$ cat src/rtl/onecold_index_encoder.sv
// onecold_index_encoder
// Recovers the select index from an active-low one-cold line vector.
// The datapath is a two-stage valid/ready pipeline:
//   S1 captures the raw line vector.
//   S2 holds the encoded index and the malformed flag.
// A saturating counter tracks how many malformed vectors passed through S2.
module onecold_index_encoder #(
    parameter int WIDTH   = 32,
    parameter int N_LINES = 8,
    parameter int IDX_W   = 3,
    parameter int CNT_W   = 16
) (
    input  logic               clk,
    input  logic               rst,
    input  logic               in_valid,
    output logic               in_ready,
    input  logic [WIDTH-1:0]   data_in,
    output logic               out_valid,
    input  logic               out_ready,
    output logic [IDX_W-1:0]   idx_out,
    output logic               err_out,
    output logic [CNT_W-1:0]   err_count
);

    // Wide enough to count every line being zero.
    localparam int ZC_W = $clog2(N_LINES + 1);

    // Pipeline state
    logic               s1_valid_q, s1_valid_d;
    logic [N_LINES-1:0] s1_data_q,  s1_data_d;
    logic               out_valid_q, out_valid_d;
    logic [IDX_W-1:0]   idx_q,       idx_d;
    logic               err_q,       err_d;
    logic [CNT_W-1:0]   err_count_q, err_count_d;

    // Handshake and encoder signals
    logic               s2_load;
    logic               in_fire;
    logic [ZC_W-1:0]    zero_cnt;
    logic [IDX_W-1:0]   zero_pos;
    logic               enc_err;
    logic [IDX_W-1:0]   enc_idx;

    // The upper data bits carry no line information.
    // They are folded into a sink so that they are visibly consumed.
    logic unused_upper;
    if (WIDTH > N_LINES) begin : g_upper
        assign unused_upper = ^data_in[WIDTH-1:N_LINES];
    end else begin : g_no_upper
        assign unused_upper = 1'b0;
    end

    // Handshake: S2 advances when it is empty or being drained.
    // in_ready depends only on state and out_ready, never on in_valid.
    always_comb begin
        s2_load  = s1_valid_q && (!out_valid_q || out_ready);
        in_ready = !s1_valid_q || s2_load;
        in_fire  = in_valid && in_ready;
    end

    // Encoder: count the zero lines and remember where the zero sits.
    // The position is only trusted when exactly one line is zero.
    always_comb begin
        // NOTE: every output of a combinational block gets a default first, so no path can leave it unassigned and infer a latch.
        zero_cnt = '0;
        zero_pos = '0;
        for (int i = 0; i < N_LINES; i++) begin
            if (!s1_data_q[i]) begin
                zero_cnt = zero_cnt + ZC_W'(1);
                zero_pos = IDX_W'(i);
            end
        end
        enc_err = (zero_cnt != ZC_W'(1));
        enc_idx = enc_err ? '0 : zero_pos;
    end

    // Next-state logic for both pipeline stages and the error counter.
    always_comb begin
        s1_valid_d  = s1_valid_q;
        s1_data_d   = s1_data_q;
        out_valid_d = out_valid_q;
        idx_d       = idx_q;
        err_d       = err_q;
        err_count_d = err_count_q;

        if (in_fire) begin
            s1_valid_d = 1'b1;
            s1_data_d  = data_in[N_LINES-1:0];
        end else if (s2_load) begin
            s1_valid_d = 1'b0;
        end

        if (s2_load) begin
            // A new result replaces the old one even while it is being drained.
            out_valid_d = 1'b1;
            idx_d       = enc_idx;
            err_d       = enc_err;
            if (enc_err && (err_count_q != '1)) begin
                err_count_d = err_count_q + CNT_W'(1);
            end
        end else if (out_ready) begin
            out_valid_d = 1'b0;
        end
    end

    // Control and result registers, cleared by the synchronous reset.
    always_ff @(posedge clk) begin
        // NOTE: sequential state uses non-blocking assignments, so every flop samples the pre-edge values.
        if (rst) begin
            s1_valid_q  <= 1'b0;
            out_valid_q <= 1'b0;
            idx_q       <= '0;
            err_q       <= 1'b0;
            err_count_q <= '0;
        end else begin
            s1_valid_q  <= s1_valid_d;
            out_valid_q <= out_valid_d;
            idx_q       <= idx_d;
            err_q       <= err_d;
            err_count_q <= err_count_d;
        end
    end

    // S1 payload register.
    always_ff @(posedge clk) begin
        // NOTE: the payload has no reset because s1_valid_q qualifies it. That keeps reset fan-out off the data bits.
        s1_data_q <= s1_data_d;
    end

    assign out_valid = out_valid_q;
    assign idx_out   = idx_q;
    assign err_out   = err_q;
    assign err_count = err_count_q;

endmodule
$ cat config.mk
export PLATFORM = sky130hd
export DESIGN_NAME = onecold_index_encoder
export DESIGN_NICKNAME = d
export VERILOG_FILES = /design/src/rtl/onecold_index_encoder.sv
export SDC_FILE = /design/constraint.sdc
export NUM_CORES = 1
export LEC_CHECK = 0
export ABC_CLOCK_PERIOD_IN_PS = 7300
export BUFFER_PORTS_ARGS = -buffer_cell sky130_fd_sc_hd__buf_2
export CORE_MARGIN = 10
export CORE_UTILIZATION = 39
export CTS_CLUSTER_DIAMETER = 80
export DETAILED_ROUTE_END_ITERATION = 10
export GPL_ROUTABILITY_DRIVEN = 0
export MAX_ROUTING_LAYER = met4
export RECOVER_POWER = 100
export SLEW_MARGIN = 20
export SYNTH_ARGS = -nofsm -noshare
export SYNTH_HDL_FRONTEND = slang
export SYNTH_SLANG_ARGS = --single-unit
$ cat constraint.sdc
create_clock -name clk -period 7.3 [get_ports clk]
set_input_delay 0.73 -clock clk [delete_from_list [all_inputs] [get_ports clk]]
set_output_delay 0.73 -clock clk [all_outputs]
set_load 0.01 [all_outputs]
==> flow_metrics.py <==
metrics = {
    "run_status": {
        "status": "completed",
    },
    "routing": {
        "viasPerCell": 5.013,
        "via_count": 1544,
        "met3_length_um": 124,
        "wirelength_um": 4009,
        "routed.top_layer": "met4",
        "route.detailed.drc": 0,
        "drt-wirelength-per-cell_um": 13.02,
        "wl_met1_um": 1940,
        "ant_nets": 0,
        "drt-initial-drc-count": 67,
        "dr.pass1.iters": 4,
        "dr_wl_met2_um": 1902,
    },
    "cts": {
        "post-cts-setup-buffers": 0,
        "tritoncts": "done",
        "cts_resized": 0,
        "cts_root_buf": "clkbuf_8",
        "cts_buffers": 5,
        "cts.clk_slew.worst_paths_ns": 0.07,
        "hold_buffers": 0,
        "cts_sinks": 30,
        "clock_latency_ns": 0.28,
        "cts_buffer_depth": 2,
        "h-tree-depth": 2,
    },
    "logic_synthesis": {
        "ys_seq_area_share_pct": 34.50,
        "synth_top_family_by_area": "simple AND/OR/NAND/NOR gates",
        "synthAdderAreaFrac_pct": 5.073,
        "synth-compound-area-share_pct": 12.05,
        "synthArstFlopShare_pct": 0,
        "synth_top_area_share_pct": 22.32,
        "synth.area.top_cells": "dfxtp_1, edfxtp_1, ha_1",
        "synthSimpleGateAreaFrac_pct": 27.71,
        "synth_nets": 255,
        "synth-edff-count": 8,
        "syn_inst": 211,
        "syn_area_per_cell_um2": 9.351,
        "synth_top_area_cell": "dfxtp_1",
        "ys_ff_latch": 30,
        "synth_mux_area_share_pct": 6.785,
        "syn_area_um2": 1973,
        "synth_flop_cell": "dfxtp_1",
        "synth_xor_area_share_pct": 8.624,
        "ys_types": 53,
        "yosysWarningCount": 0,
    },
    "worst_setup_path": {
        "r2r_slack_ns": 1.68,
        "crit_path_end_kind": "register",
        "rr_endpoint": "err_count[0]",
        "cp_max_fo": 25,
        "critPathSlowestCell": "o311a_1",
        "critPathKind": "register to register",
        "reg2reg_depth": 24,
        "crit_top_cell": "ha_1",
        "cp.required_ns": 7.47,
        "slowest_delay_ns": 0.76,
        "startpoint_type": "register",
        "critPathArrivalTime_ns": 5.79,
        "critPathLaunch": "s1_data_q[2]",
        "timing.rr.start": "s1_data_q[2]",
        "critical_path.cell_chain": "nand2b_1, and2_0, ha_1, nor2b_1, a31oi_1, inv_1, ha_1, nand2_1, o21ai_0, ha_1, nor2b_1, a31oi_1, o21a_1, inv_1, ha_1, nor2_1, a21oi_1, ha_1, nand2b_1, mux2_1, nor4_1, o311a_1, nor3_1, mux2_2",
    },
    "sta": {
        "period_needed_ns": 5.623,
        "fin_setup_tns_ns": 0,
        "max_freq_mhz": 177.8,
        "setup_viol": 0,
        "slew_headroom_pct": 14.56,
        "slew_violations": 0,
        "finalHoldViolCount": 0,
        "fin_crit_sh_pct": 77.03,
        "worst_slack_ns": 1.677,
        "worstMarginPinSlew_ns": 1.282,
        "worst_clock_skew_ns": 0.01050,
        "rsz0062_at_grt": "no",
    },
    "die": {
        "die_area_um2": 8305,
        "die_x_um": 91.13,
        "core_area_um2": 4817,
        "start_util_pct": 40.96,
        "fp.dieH_um": 91.13,
        "ios": 58,
        "placementRows": 25,
    },
    "placed_design": {
        "dp.cells": 300,
        "hpwlAfterDp_um": 3063,
        "portBuffers": 33,
        "detailed_place.area_um2": 2152,
        "preCtsSetupSlack_ns": 2.019,
    },
    "layout": {
        "antenna_cells": 0,
        "num-fill-cells": 508,
        "synthToLayoutAreaGrowth_pct": 10.53,
        "drive_gt1_share_pct": 11.20,
        "layout.nets": 284,
        "final_area_um2": 2181,
        "final_cells": 308,
    },
    "pwr": {
        "p_comb_share_pct": 27.2,
        "power_frac_clock_pct": 32.4,
        "intPower_mw": 0.3193,
        "p_per_area_nw_per_um2": 210.3,
        "p_leak_nw": 0.8264,
        "p_sw_mw": 0.1393,
        "peakVddDrop_mv": 0.1157,
        "pwr-share-seq_pct": 40.5,
        "p_sw_share_pct": 30.37,
    },
    "global_route": {
        "antenna_found_initial": 0,
        "grt_pass1_wl_um": 7010,
        "grt_pass1_vias": 1521,
        "grt_start_max_net_pins": 33,
        "grt_usage_pct": 10.15,
        "grt-ovfl-total": 0,
    },
    "run": {
        "drv_cap": 0,
    },
    "hold_path": {
        "hold_path.class": "register to register",
        "hold_path_end": "idx_out[2]",
        "whs_path_depth": 2,
        "worstHoldStart": "idx_out[2]",
    },
}
## cell usage in the layout (no fill, tap or decap), drive strengths merged, types with 9 or more instances in the layout
master,n
inv,9
nand2,16
buf,10
clkbuf,29
dfxtp,22
nor2b,16
a21oi,12
nor2,20
mux2,10
## how the worst max path moves through the flow
stage | end | slack [ns] | cells past startpoint
3_5_place_dp | err_count[0] | 2.02 | 23
5_1_grt | err_count[0] | 1.23 | 26
4_1_cts | err_count[0] | 1.99 | 23
6_report | err_count[0] | 1.68 | 24
2_1_floorplan | err_count[10] | 2.51 | 27
3_3_place_gp | err_count[0] | 2.08 | 23
## through the flow
step | total power, mW | hold WS, ns | utilization, %
after global placement | 0.3265 | 0.4587 | 44.68
after floorplan | 0.3117 | 0.4762 | -
after global routing | 0.4910 | 0.5058 | 45.27
after detailed placement | 0.3273 | 0.4598 | 44.68
after CTS | 0.4801 | 0.4703 | 46.83
final | 0.4586 | 0.4732 | 45.27
## registers in the layout, summed over array words and instances, names as in the netlist
| signal | count |
|---|---|
| err_count | 16 |
| err_out | 1 |
| idx_out | 3 |
| out_valid | 1 |
| s1_data_q | 8 |
| s1_valid_q | 1 |
## synthesized netlist by cell type, types with 2 or more instances
library cell,number
a211oi_1,2
a21oi_1,12
a31oi_1,3
and2_1,3
and3_1,2
buf_2,2
buf_6,2
clkbuf_1,5
dfxtp_1,22
edfxtp_1,8
ha_1,8
inv_1,9
mux2_1,5
mux2_2,2
mux2_4,3
nand2_1,16
nand2b_1,6
nand3_1,5
nand3b_1,2
nand4_1,3
nor2_1,20
nor2b_1,15
nor3_1,5
nor3b_1,2
nor4_1,2
nor4_2,5
nor4b_1,2
o211ai_1,2
o21ai_0,4
o31ai_1,2
or3_1,2
or4_1,3
xnor2_1,4
xnor2_2,2
xor2_1,3
## worst max-delay path, delay by kind of cell (launching register included)
family,cells,cell delay (ns)
mux,2,0.60
buf+inv,2,0.13
fa+ha+maj,5,1.34
flops,1,0.54
simple gates,9,1.28
compound gates,6,1.61
## power groups by stage
stage	sequential, mW	combinational [mW]	clock [mW]
after floorplan	0.187	0.125	0
after CTS	0.186	0.139	0.155
after global placement	0.189	0.137	0
after detailed placement	0.189	0.138	0
after global routing	0.187	0.141	0.163
final	0.186	0.125	0.148
## kinds of logic after synthesis
family | Yosys count
flops | 30
fa+ha+maj | 8
simple gates | 95
buf+inv | 20
compound gates | 35
mux | 11
xor+xnor | 12
## layout make-up
type / instances / area [um^2] / area share, %
flip-flops and latches: 30 / 680.7 / 31.21
multi-input cells: 161 / 1142 / 52.38
inverters: 9 / 33.78 / 1.549
repair buffers: 33 / 136.4 / 6.254
clock inverters: 2 / 10.01 / 0.4590
clock buffers: 6 / 93.84 / 4.303
well taps: 67 / 83.83 / 3.844
## routing by layer
| layer | GRT usage [%] | vias up |
|---|---|---|
| li1 | - | 812 |
| met1 | 12.12 | 706 |
| met2 | 16.35 | 21 |
| met3 | 2.387 | 5 |
| met4 | 3.525 | 0 |
| met5 | - | - |
Note: power is estimated with default switching activity, not from simulation.
